## config.mk

```make
export PLATFORM = sky130hd
export DESIGN_NAME = mem_arbiter
export DESIGN_NICKNAME = d
export VERILOG_FILES = /design/src/rtl/cache_pkg.sv /design/src/rtl/cpu_types_pkg.sv /design/src/rtl/arb_beat_ctr.sv /design/src/rtl/mem_arbiter.sv
export SDC_FILE = /design/constraint.sdc
export NUM_CORES = 1
export LEC_CHECK = 0
export ABC_AREA = 1
export CAP_MARGIN = 20
export CELL_PAD_IN_SITES_DETAIL_PLACEMENT = 1
export CELL_PAD_IN_SITES_GLOBAL_PLACEMENT = 1
export CORE_MARGIN = 3
export CORE_UTILIZATION = 12
export DETAILED_ROUTE_END_ITERATION = 10
export PLACE_DENSITY = 0.88
export SLEW_MARGIN = 15
export SYNTH_ARGS = -nofsm -noshare
export SYNTH_HDL_FRONTEND = slang
export SYNTH_HIERARCHICAL = 1
export SYNTH_SLANG_ARGS = --single-unit
```

## constraint.sdc

```tcl
create_clock -name CLK -period 2.4 [get_ports CLK]
set_clock_uncertainty 0.05 [all_clocks]
set_input_delay 0.48 -clock CLK [delete_from_list [all_inputs] [get_ports CLK]]
set_output_delay 0.48 -clock CLK [all_outputs]
set_load 0.02 [all_outputs]
```

## src/rtl/cache_pkg.sv

```systemverilog
// cache_pkg: types and constants shared by the cache pair and the memory arbiter.
package cache_pkg;

    // Ownership of the single RAM port
    typedef enum logic [1:0] {
        IDLE = 2'b00,
        IGNT = 2'b01,
        DGNT = 2'b10
    } arb_state_t;

    // Block size in words; a grant lasts for this many completed beats
    localparam int ARB_BURST_LEN  = 2;

    // Dcache bursts an icache request may wait through before it is forced in
    localparam int ARB_STARVE_MAX = 4;

endpackage

```

## src/rtl/cpu_types_pkg.sv

```systemverilog
// cpu_types_pkg: CPU-wide shared types.
// ramstate_t is the status code returned by the RAM/memory model each cycle.
package cpu_types_pkg;

    typedef enum logic [1:0] {
        FREE   = 2'b00,
        BUSY   = 2'b01,
        ACCESS = 2'b10,
        ERROR  = 2'b11
    } ramstate_t;

endpackage

```

## src/rtl/arb_beat_ctr.sv

```systemverilog
// arb_beat_ctr: counts completed beats of the current grant and flags the
// cycle on which the burst ends (last beat done, or the owner drops its request).
module arb_beat_ctr
    import cache_pkg::*;
#(
    parameter int BURST_LEN = ARB_BURST_LEN
) (
    input  logic CLK,
    input  logic nRST,
    input  logic granted,
    input  logic beat_done,
    input  logic owner_req,
    output logic burst_end
);

    localparam int CW = (BURST_LEN > 1) ? $clog2(BURST_LEN) : 1;
    localparam logic [CW-1:0] LAST_BEAT = CW'(BURST_LEN - 1);

    logic [CW-1:0] beat_q;
    logic [CW-1:0] beat_d;
    logic          last_beat;

    // Next beat count and burst-end detection for the current owner
    always_comb begin
        beat_d    = beat_q;
        last_beat = beat_done && (beat_q == LAST_BEAT);
        burst_end = granted && (!owner_req || last_beat);
        if (granted && !owner_req) begin
            beat_d = '0;
        end else if (beat_done) begin
            beat_d = last_beat ? '0 : beat_q + 1'b1;
        end
    end

    // Beat counter register
    always_ff @(posedge CLK or negedge nRST) begin
        if (!nRST) begin
            beat_q <= '0;
        end else begin
            beat_q <= beat_d;
        end
    end

endmodule

```

## src/rtl/mem_arbiter.sv

```systemverilog
// mem_arbiter: shares the single RAM port between icache and dcache with
// burst-granular grants, dcache priority and an icache starvation bound.
// Optional MEM_ARBITER_PERF_EN adds icnt/dcnt/scnt performance counters.
module mem_arbiter
    import cache_pkg::*;
    import cpu_types_pkg::*;
#(
    parameter int BURST_LEN  = ARB_BURST_LEN,
    parameter int STARVE_MAX = ARB_STARVE_MAX
) (
    input  logic        CLK,
    input  logic        nRST,
    input  logic        iREN,
    input  logic [31:0] iaddr,
    output logic        iwait,
    output logic [31:0] iload,
    input  logic        dREN,
    input  logic        dWEN,
    input  logic [31:0] daddr,
    input  logic [31:0] dstore,
    output logic        dwait,
    output logic [31:0] dload,
    output logic        ramREN,
    output logic        ramWEN,
    output logic [31:0] ramaddr,
    output logic [31:0] ramstore,
    input  logic [31:0] ramload,
    input  logic [1:0]  ramstate
`ifdef MEM_ARBITER_PERF_EN
    ,
    output logic [31:0] icnt,
    output logic [31:0] dcnt,
    output logic [31:0] scnt
`endif
);

    localparam int SW = $clog2(STARVE_MAX + 1);
    localparam logic [SW-1:0] STARVE_TOP = SW'(STARVE_MAX);

    arb_state_t    owner_q;
    arb_state_t    owner_d;
    logic [SW-1:0] starve_q;
    logic [SW-1:0] starve_d;
    logic          owner_req;
    logic          granted;
    logic          beat_done;
    logic          burst_end;
    logic          force_igrant;

    // Request of whichever cache currently owns the port, and beat completion
    always_comb begin
        owner_req = 1'b0;
        unique case (owner_q)
            IGNT:    owner_req = iREN;
            DGNT:    owner_req = dREN | dWEN;
            default: owner_req = 1'b0;
        endcase
        granted   = (owner_q != IDLE);
        beat_done = owner_req && (ramstate == ACCESS);
    end

    arb_beat_ctr #(
        .BURST_LEN (BURST_LEN)
    ) u_beat_ctr (
        .CLK       (CLK),
        .nRST      (nRST),
        .granted   (granted),
        .beat_done (beat_done),
        .owner_req (owner_req),
        .burst_end (burst_end)
    );

    // Arbitration in IDLE, release on burst end, starvation bookkeeping
    always_comb begin
        owner_d      = owner_q;
        starve_d     = starve_q;
        force_igrant = 1'b0;
        unique case (owner_q)
            IDLE: begin
                if (iREN && (starve_q == STARVE_TOP)) begin
                    owner_d      = IGNT;
                    force_igrant = 1'b1;
                end else if (dREN || dWEN) begin
                    owner_d = DGNT;
                end else if (iREN) begin
                    owner_d = IGNT;
                end
            end
            IGNT: begin
                if (burst_end) begin
                    owner_d  = IDLE;
                    starve_d = '0;
                end
            end
            DGNT: begin
                if (burst_end) begin
                    owner_d = IDLE;
                    if (iREN && (starve_q != STARVE_TOP)) begin
                        starve_d = starve_q + 1'b1;
                    end
                end
            end
            default: owner_d = IDLE;
        endcase
    end

    // Owner and starvation registers
    always_ff @(posedge CLK or negedge nRST) begin
        if (!nRST) begin
            owner_q  <= IDLE;
            starve_q <= '0;
        end else begin
            owner_q  <= owner_d;
            starve_q <= starve_d;
        end
    end

    // RAM routing and per-cache wait/load, decoded from the registered owner
    always_comb begin
        ramREN   = 1'b0;
        ramWEN   = 1'b0;
        ramaddr  = '0;
        ramstore = '0;
        iwait    = 1'b1;
        iload    = '0;
        dwait    = 1'b1;
        dload    = '0;
        unique case (owner_q)
            IGNT: begin
                ramREN  = iREN;
                ramaddr = iaddr;
                iwait   = ~beat_done;
                iload   = beat_done ? ramload : '0;
            end
            DGNT: begin
                ramWEN   = dWEN;
                ramREN   = dREN & ~dWEN;
                ramaddr  = daddr;
                ramstore = dstore;
                dwait    = ~beat_done;
                dload    = beat_done ? ramload : '0;
            end
            default: begin
                ramREN = 1'b0;
            end
        endcase
    end

`ifdef MEM_ARBITER_PERF_EN
    logic [31:0] icnt_q;
    logic [31:0] icnt_d;
    logic [31:0] dcnt_q;
    logic [31:0] dcnt_d;
    logic [31:0] scnt_q;
    logic [31:0] scnt_d;

    // Completed-burst and forced-grant counters, wrapping on overflow
    always_comb begin
        icnt_d = icnt_q;
        dcnt_d = dcnt_q;
        scnt_d = scnt_q;
        if (burst_end && (owner_q == IGNT)) icnt_d = icnt_q + 32'd1;
        if (burst_end && (owner_q == DGNT)) dcnt_d = dcnt_q + 32'd1;
        if (force_igrant)                   scnt_d = scnt_q + 32'd1;
    end

    // Performance counter registers
    always_ff @(posedge CLK or negedge nRST) begin
        if (!nRST) begin
            icnt_q <= '0;
            dcnt_q <= '0;
            scnt_q <= '0;
        end else begin
            icnt_q <= icnt_d;
            dcnt_q <= dcnt_d;
            scnt_q <= scnt_d;
        end
    end

    assign icnt = icnt_q;
    assign dcnt = dcnt_q;
    assign scnt = scnt_q;
`endif

endmodule

```

==> reports/summary.txt <==
=====================================================================================
Result of the run ...................................................... finished, final reports clean
Pre-CTS WS .............................................................    -0.461 ns
# Post-CTS Setup Buffers ...............................................            0
Initial DRC count ......................................................           46
Total via count after detailed routing .................................        3,095
Worst setup EP type ....................................................   output pin
Wire per inst ..........................................................      13.3 um
Cells taking the most area after synthesis ............................. sky130_fd_sc_hd__nand2_1, sky130_fd_sc_hd__inv_1, sky130_fd_sc_hd__nor2_1
CP Max Fanout ..........................................................            8
Sw Pwr .................................................................    0.00184 W
Fraction of final layout cells with drive strength greater than 1 ......        24.2%
Count of mapped cells out of synthesis .................................          344
Cell internal power dissipation ........................................    0.00169 W
Max frequency ..........................................................      432 MHz
Ports ..................................................................          267
Number of endpoints failing setup at the final stage ...................            0
Final critical-path share of the clock period ..........................        96.5%
Cell family with the largest share of critical-path delay .............. buffers and inverters
Reported leakage power .................................................      2.50 nW
Combinational power share ..............................................        87.5%
Slack of the critical path .............................................    0.0851 ns
Vertical die dimension .................................................       124 um
Prevailing post-synth register cell .................................... sky130_fd_sc_hd__dfrtp_1
Sink count of the clock tree ...........................................            6
CTS Buffer Depth .......................................................            2
Switching power as a share of total power ..............................        52.1%
Clock latency on the worst-skew pair ...................................      0.23 ns
Net total in the final layout ..........................................          766
Clock tree from TritonCTS ..............................................        built
Signal arrival time at the worst endpoint ..............................      1.78 ns
Leading cell type in the layout, fill and taps excluded ................ sky130_fd_sc_hd__clkdlybuf4s50_1
Count of standard-cell rows ............................................           42
Width of the die .......................................................       124 um
Initial standard-cell utilization of the core ..........................        12.4%
Max incr delay on CP ...................................................      0.43 ns
CP Cell Sequence ....................................................... inv_2 > ha_2 > buf_4 > buf_12 > nand2_1 > inv_1 > dlygate4sd2_1
Slew Limit Headroom ....................................................        81.5%
Detailed-router iteration count before antenna repair ..................            4
Area added between synthesis and finish ................................         168%
Category of the most critical setup path ............................... flip-flop to output pin
Largest net degree at the start of global routing ......................           30
Final-report hold violation count ......................................            0
Fraction of post-synthesis cell area in the top cell type by area ......        25.6%
Clock-pin slew of the registers on the worst-case setup and hold paths .      0.03 ns
Top library cells by usage in the layout, fill and taps aside .......... sky130_fd_sc_hd__clkdlybuf4s50_1, sky130_fd_sc_hd__nand2_1, sky130_fd_sc_hd__inv_1
GRT Residual Overflow ..................................................            0
Power density relative to cell area ....................................  790 mW/mm^2
Final number of max-transition violations ..............................            0
Synthesized Nets .......................................................          485
Sum of buffers and inverters on the critical path ......................            5
Full die area .......................................................... 0.0154 sq mm
Initial antenna violation count ........................................            0
Unrepaired setup endpoints after global routing ........................          yes
Max cap viols ..........................................................            0
Number of design rule violations left after detail routing .............            0
Total routing usage reported by global routing .........................        12.1%
Hold Path Class ........................................................ input port to asynchronous set/reset pin
Ys async rst share .....................................................         100%
Critical Path Slowest Stage Cell ....................................... sky130_fd_sc_hd__dfrtp_2
Clock tree root driver cell ............................................ sky130_fd_sc_hd__clkbuf_16
Post-synth design cell area ............................................ 0.00167 sq mm
Required arrival time at the worst endpoint ............................      1.87 ns
Post-Place Cell Area ................................................... 0.00473 sq mm
Count of placed standard cells including taps ..........................          796
Combined area of the multi-input logic cells ........................... 0.00114 sq mm
Final critical path time including I/O delays and setup ................      2.31 ns
CTS Buf Count ..........................................................            3
Vias in the first global route .........................................        3,053
Peak supply drop .......................................................     0.451 mV
Final design utilization ...............................................        33.3%
Sequential cell area fraction in the yosys report ......................        8.99%
Post-route cell area ................................................... 0.00448 sq mm
Level count of the clock H-tree ........................................            1
Startpoint class of the critical path ..................................    flip-flop
Post-synth cell types ..................................................           22
Clk network pwr share ..................................................         7.7%
Portion of total power attributed to sequential cells ..................         4.8%
Leading area contributor after synthesis ............................... sky130_fd_sc_hd__nand2_1
Area of the placeable core ............................................. 0.0135 sq mm
Routed wire length .....................................................    10,600 um
Hpwl dp ................................................................      9250 um
Placer Congestion ......................................................        0.732
Syn_area_per_cell ......................................................   4.86 sq um
Port Buf Inserts .......................................................          266
Total of fill cells in the finished design .............................        1,762
FF-to-FF setup slack ...................................................      0.25 ns
Yosys warns ............................................................            6
Count of flip-flops with a built-in enable after synthesis .............            0
Hold bufs inserted after CTS ...........................................            0
Storage cell area ......................................................    151 sq um
Number of flip-flops and latches in the synthesized netlist ............            6
Worst-margin pin slew ..................................................     0.276 ns
Number of antenna cells inserted .......................................            0
Final cell count without fillers .......................................          799
Drt via density ........................................................         3.87
Number of nets with antenna violations after routing ...................            0
Global-route wire length before repair .................................    14,900 um
=====================================================================================
-- cells by family after synthesis --
family                   count (synthesis)  share of synthesized area [%]
AO/OA/AOI/OAI                           42                           13.3
AND/OR/NAND/NOR                        192                           46.8
adder cells (fa/ha/maj)                  6                           4.49
flip-flops                               6                           8.99
XOR/XNOR                                 1                          0.524
buffers and inverters                   97                           25.8
-- path summary, 6_finish.rpt --
kind,startpoint,to,cells past startpoint
max reg2reg,owner_q[0]$_DFFE_PN0P_,starve_q[0]$_DFFE_PN0P_,13
min reg2reg,u_beat_ctr/beat_q$_DFFE_PN0P_,u_beat_ctr/beat_q$_DFFE_PN0P_,2
min in group CLK,u_beat_ctr/beat_q$_DFFE_PN0P_,u_beat_ctr/beat_q$_DFFE_PN0P_,2
max in group asynchronous,nRST,owner_q[0]$_DFFE_PN0P_,1
min,nRST,u_beat_ctr/beat_q$_DFFE_PN0P_,1
max,owner_q[0]$_DFFE_PN0P_,ramstore[26],7
-- sequential cells by signal (all words and copies together) (netlist names) --
register,cells
owner_q,2
starve_q,3
u_beat_ctr/beat_q,1
-- what timing repair did --
item,4_1_cts,5_1_grt
gates resized for setup,342,74
pin swaps,0,0
cloned,0,0
setup endpoints to repair,132,93
-- power groups by stage --
stage          registers [W]  logic [W]  clock network, W
2_1_floorplan       0.000156    0.00158                 0
3_3_place_gp        0.000158    0.00327                 0
3_5_place_dp        0.000161    0.00331                 0
4_1_cts             0.000168    0.00317          0.000281
5_1_grt             0.000175    0.00337          0.000289
6_report            0.000169    0.00309          0.000273
-- final cells by class --
type,instances,share of cell area (%)
tap,176,4.92
sequential,6,3.38
inverter,76,6.37
timing repair buffer,297,58.2
clock buffer,3,1.68
multi-input combinational,241,25.5
-- cells in the mapped netlist (all sizes together), types with 2 or more instances --
cell type	n
a21oi	33
buf	17
clkbuf	4
dfrtp	6
ha	6
inv	76
nand2	116
nand3	3
nand4	2
nor2	69
o21ai	7
-- routing by layer --
metal  vias to the layer above  track usage (%)  wire length (um)
met3                         7             4.31              1390
met1                      1370             11.8              3680
met4                         0             1.92                74
met2                       168             24.5              5500
met5                         -                0                 0
li1                       1550                -                 -
-- worst reg2reg max path, cell delays in order, from the launching register on --
cell and delay [ns]:
sky130_fd_sc_hd__dfrtp_2 0.43, sky130_fd_sc_hd__inv_2 0.13, sky130_fd_sc_hd__ha_4 0.17, sky130_fd_sc_hd__o21ai_2 0.07, sky130_fd_sc_hd__nand2_4 0.11, sky130_fd_sc_hd__nand2_1 0.11, sky130_fd_sc_hd__nor3_1 0.14, sky130_fd_sc_hd__buf_4 0.15
sky130_fd_sc_hd__nand2_1 0.07, sky130_fd_sc_hd__a21boi_2 0.15, sky130_fd_sc_hd__o21a_1 0.15, sky130_fd_sc_hd__nand2_1 0.11, sky130_fd_sc_hd__nand2_1 0.08, sky130_fd_sc_hd__o21ai_0 0.08
-- metrics by stage --
step / hold WS, ns / setup TNS, ns / total power [W]
after floorplan: 0.134 / 0 / 0.00173
after global placement: 0.446 / -28.81 / 0.00343
after detailed placement: 0.461 / -30.65 / 0.00347
after CTS: 0.453 / -0.0205 / 0.00362
after global routing: 0.459 / -0.0599 / 0.00384
final: 0.444 / 0 / 0.00354
No activity file was read; power rests on OpenSTA's default activity.
==> RTL change 1: new RTL, same settings <==
Change the package constant `ARB_STARVE_MAX` from 4 to 8.
--- a/src/rtl/cache_pkg.sv
+++ b/src/rtl/cache_pkg.sv
@@ -12,7 +12,7 @@
     localparam int ARB_BURST_LEN  = 2;
 
     // Dcache bursts an icache request may wait through before it is forced in
-    localparam int ARB_STARVE_MAX = 4;
+    localparam int ARB_STARVE_MAX = 8;
 
 endpackage
 
Behaviour: not the same (Yosys sat finds a counterexample within 10 cycles, from zero or initial values and one cycle with nRST low).
==> RTL change 1 against the original RTL <==
Area after synthesis is 3.7% higher; final area is 10% higher; setup slack worse by 0.062 ns; sequential cell count is 1 higher; global-route usage is 1.2 points higher; routed wire length is 12% higher; power is 12% lower; critical endpoint is now dload[1].
==> RTL change 1: results (changes against the original RTL) <==
The run finished with clean final reports. The logs give 429 (+25%) for the post-cts resize count and 3436 (+13%) for the number of global-route vias before repair. The clock group power is 0.000287 W (+5%), and the proportion of total power due to net switching is 51.6% (-0.44 points). The routed length per placed instance is 14.5 um (+8.6%), and the critical path's largest stage delay is 0.38 ns (-0.05 ns). The highest fanout seen on the critical path is 33 (+25), and the peak ir drop on the vdd network is 0.000324 V (-28%).

The maximum number of pins on one net before global-route repair was 34 (+13%). The met3 wire length came out at 1030 um (-26%). The tools report the register-to-register path setup slack as 0.21 ns (-0.04 ns).

For the final RePlAce weighted congestion, the log shows 0.791 (+8.0%). By area the synthesized netlist is led by nand2_1, inv_1, nor2_1. The sequential cell area fraction in the yosys report came out at 10.1% (+1.1 points). The overall global routing resource usage was 13.3% (+1.2 points); the met1 wire length was 4440 um (+21%).

For the detailed placement HPWL, the log shows 9720 um (+5.2%). The tightest min-delay check is of the reg -> reg type. The xor and xnor area share after synthesis came out at 0.505% (-0.019 points). Counting instances in the post-synthesis netlist gives the leading cell types as nand2_1, inv_1, nor2_1, a21oi_1, clkbuf_1.

The met2 track demand over resource was 25.6% (+1.1 points). In the final layout, the registers with the most flip-flops are starve_q x4, owner_q x2, u_beat_ctr/beat_q x1. The logs give 1778 (+0.91%) for the fill cell total of the finished layout and 787 (+2.7%) for the number of nets in the layout. The global routing usage on met1 was 14.6% (+2.8 points). The global-route wire length before repair was 17500 um (+18%). The tree is rooted in a clkbuf_16. The run gives 71 (+54%) as the violation count after the first detailed-routing iteration. Post-synthesis cell type count: 24 (+9.1%). The slowest stage of the critical path is the dfrtp_1 cell. Via count normalized by instance count: 4.01 (+3.6%). The met3 routing resource usage after global routing was 3.05% (-1.3 points); the post-synthesis share of cell area spent on full adders, half adders and majority gates was 4.33% (-0.16 points).

The fraction of final layout cells with drive strength greater than 1 was 26.7% (+2.4 points); the routed length on met2 was 6260 um (+14%). The number of levels in the clock H-tree is 1 (unchanged). In this run the critical register-to-register path is captured at starve_q[2]. The critical path data arrival time is 1.85 ns (+0.07 ns), and the number of buffers inserted by post-CTS setup repair is 3 (+3). The cell count of the worst reg-to-reg path was 14 (+1). CTS clock-pin slew for the worst setup and hold paths: 0.04 ns. The tools report the relative contribution of combinational cells to total power as 84.8% (-2.7 points). In this run the worst setup path terminates at dload[1]. The net count after synthesis was 501 (+3.3%); the flip-flop count of the largest register, all copies and words added was 4 (+1). The headroom to the max-slew limit was 75.7% (-5.8 points); the post-synthesis compound-gate area fraction was 12.5% (-0.84 points).
-- RTL change 1: through the flow --
step	instance area [sq um]	hold WS, ns	std cells	total power, W	setup slack, ns
after global placement	4760	0.447	814	0.00282	-0.548
final	4940	0.474	825	0.00310	0.0227
after CTS	4710	0.475	823	0.00301	-0.117
after global routing	4940	0.501	825	0.00335	-0.0766
after floorplan	1730	0.134	360	0.00145	0.270
after detailed placement	4760	0.466	814	0.00286	-0.580
-- RTL change 1: final cells by class --
type	count	area share, %
repair buffers	302	57.4
well taps	180	4.56
multi-input cells	252	26.8
clock buffers	4	1.60
inverters	80	6.13
flip-flops and latches	7	3.55
-- RTL change 1: worst min-delay path, stage by stage (launching register included) --
cell,delay (ns)
dfrtp_1,0.37
nand2_1,0.06
nand2_1,0.05
-- RTL change 1: cell families after synthesis --
group,after synthesis
simple gates,205
compound gates,40
flops,7
xor+xnor,1
buf+inv,101
fa+ha+maj,6
==> RTL change 2: new RTL, same flow settings <==
Made on the original files. Re-encode `arb_state_t` (3 states) as one-hot, 3 bits wide.
--- a/src/rtl/cache_pkg.sv
+++ b/src/rtl/cache_pkg.sv
@@ -2,10 +2,10 @@
 package cache_pkg;
 
     // Ownership of the single RAM port
-    typedef enum logic [1:0] {
-        IDLE = 2'b00,
-        IGNT = 2'b01,
-        DGNT = 2'b10
+    typedef enum logic [2:0] {
+        IDLE = 3'b001,
+        IGNT = 3'b010,
+        DGNT = 3'b100
     } arb_state_t;
 
     // Block size in words; a grant lasts for this many completed beats
Function: no difference found for any inputs over 10 cycles, from zero or initial values and one cycle with nRST low; not proved beyond that.
==> RTL change 2 against the original RTL <==
Sequential cell count increased by 1; cell count down 0.75%; routed wire length down 0.76%; critical endpoint is now iload[3]; synthesized cell count down 1.2%; final area rose by 2.5%; area after synthesis hardly changed; setup slack got worse by 0.031 ns; power fell by 41%.
==> RTL change 2: results (changes against the original RTL) <==
For the number of search-and-repair iterations in the first detailed-routing pass, the log shows 3 (-1). The run gives 8720 um (-5.7%) as the detailed placement HPWL. For the final antenna diode count, the log shows 1 (+1). The run finished with clean final reports. The tools report the total number of vias as 2952 (-4.6%).

The area of all placed cells without fillers was 4590 sq um (+2.5%). The total wire length was 10600 um (-0.76%); the number of cells in the finished layout apart from fillers was 793 (-0.75%). The sequential cell area fraction in the yosys report was 10.6% (+1.6 points). By area the synthesized netlist is led by nand2_1, inv_1, nor2_1. The worst setup slack before clock tree synthesis was -0.500 ns (-0.0384 ns); the initial antenna violation count was 1 (+1). The tools report the area taken by flip-flops and latches as 176 sq um (+17%). The critical path's largest stage delay is 0.46 ns (+0.03 ns). The type of the most critical hold path is reg -> reg. The multi-input combinational area share is 25.6% (+0.10 points).

The number of nets in the layout was 754 (-1.6%); the count of plain and timing-repair buffers was 287 (-3.4%). The headroom to the max-slew limit is 76.2% (-5.3 points), and the worst hold margin is 0.457 ns (+0.0137 ns). The clock-cell share of area came out at 1.72% (+0.040 points). The average instance area after synthesis came out at 4.92 sq um (+1.3%). The layout sequential cell count came out at 7 (+1).

The run gives 2.78 nW (+11%) as the leakage power of the design. The tools report the net count after synthesis as 477 (-1.6%). By count the netlist is led by nand2_1, inv_1, nor2_1, nor2_2. The count of inverters not on the clock network in the layout is 77 (+1.3%). The cell count of the worst reg-to-reg path works out to 10 (-3). Post-synthesis cell type count: 25 (+14%). In this run the worst setup path terminates at iload[3]. The fraction of final layout cells with drive strength greater than 1 is 24.4% (+0.11 points). For this design, the slowest cell found on the critical path is clkdlybuf4s50_1. The tools report the placed instance count as 784 (-1.5%).

The clock tree buffer count of the final layout was 4 (+1); the peak ir drop on the vdd network was 0.000247 V (-45%). The fill cell total of the finished layout was 1738 (-1.4%); the number of global-route vias before repair was 2759 (-9.6%). The maximum number of pins on one net before global-route repair came out at 36 (+20%). Area enclosed by the die boundary: 15400 sq um (about the same). The violation count after the first detailed-routing iteration is 58 (+26%). The final RePlAce weighted congestion came out at 0.752 (+2.7%).
## RTL change 2: changes by cell type after synthesis, moves of 3 or more
cell,unedited run,this run
a21oi_1,33,1
ha_1,6,2
nand4_1,0,3
o21ai_0,5,1
nor2_1,68,72
nor2_2,1,29
nand3_1,3,6
buf_2,9,6
## RTL change 2: power by group
group	internal, W	switching [W]
logic	0.000701	0.000906
registers	0.000163	0.0000483
clock network	0.000221	0.0000598
## RTL change 2: kinds of logic (layout without fill, tap and decap cells)
kind of cell	Yosys count	after routing	synth area share, %
buffers and inverters	92	368	23.8
flip-flops	7	7	10.6
AND/OR/NAND/NOR	233	233	61.7
XOR/XNOR	1	1	0.524
other	0	1	0
adder cells (fa/ha/maj)	2	2	1.50
AO/OA/AOI/OAI	5	5	1.95
## RTL change 2: per-layer routing
layer,wire [um],vias to the layer above,track usage [%]
li1,-,1511,-
met1,3610,1328,11.5
met2,6000,109,23.6
met3,921,4,2.95
met4,35,0,0.684
met5,0,-,0
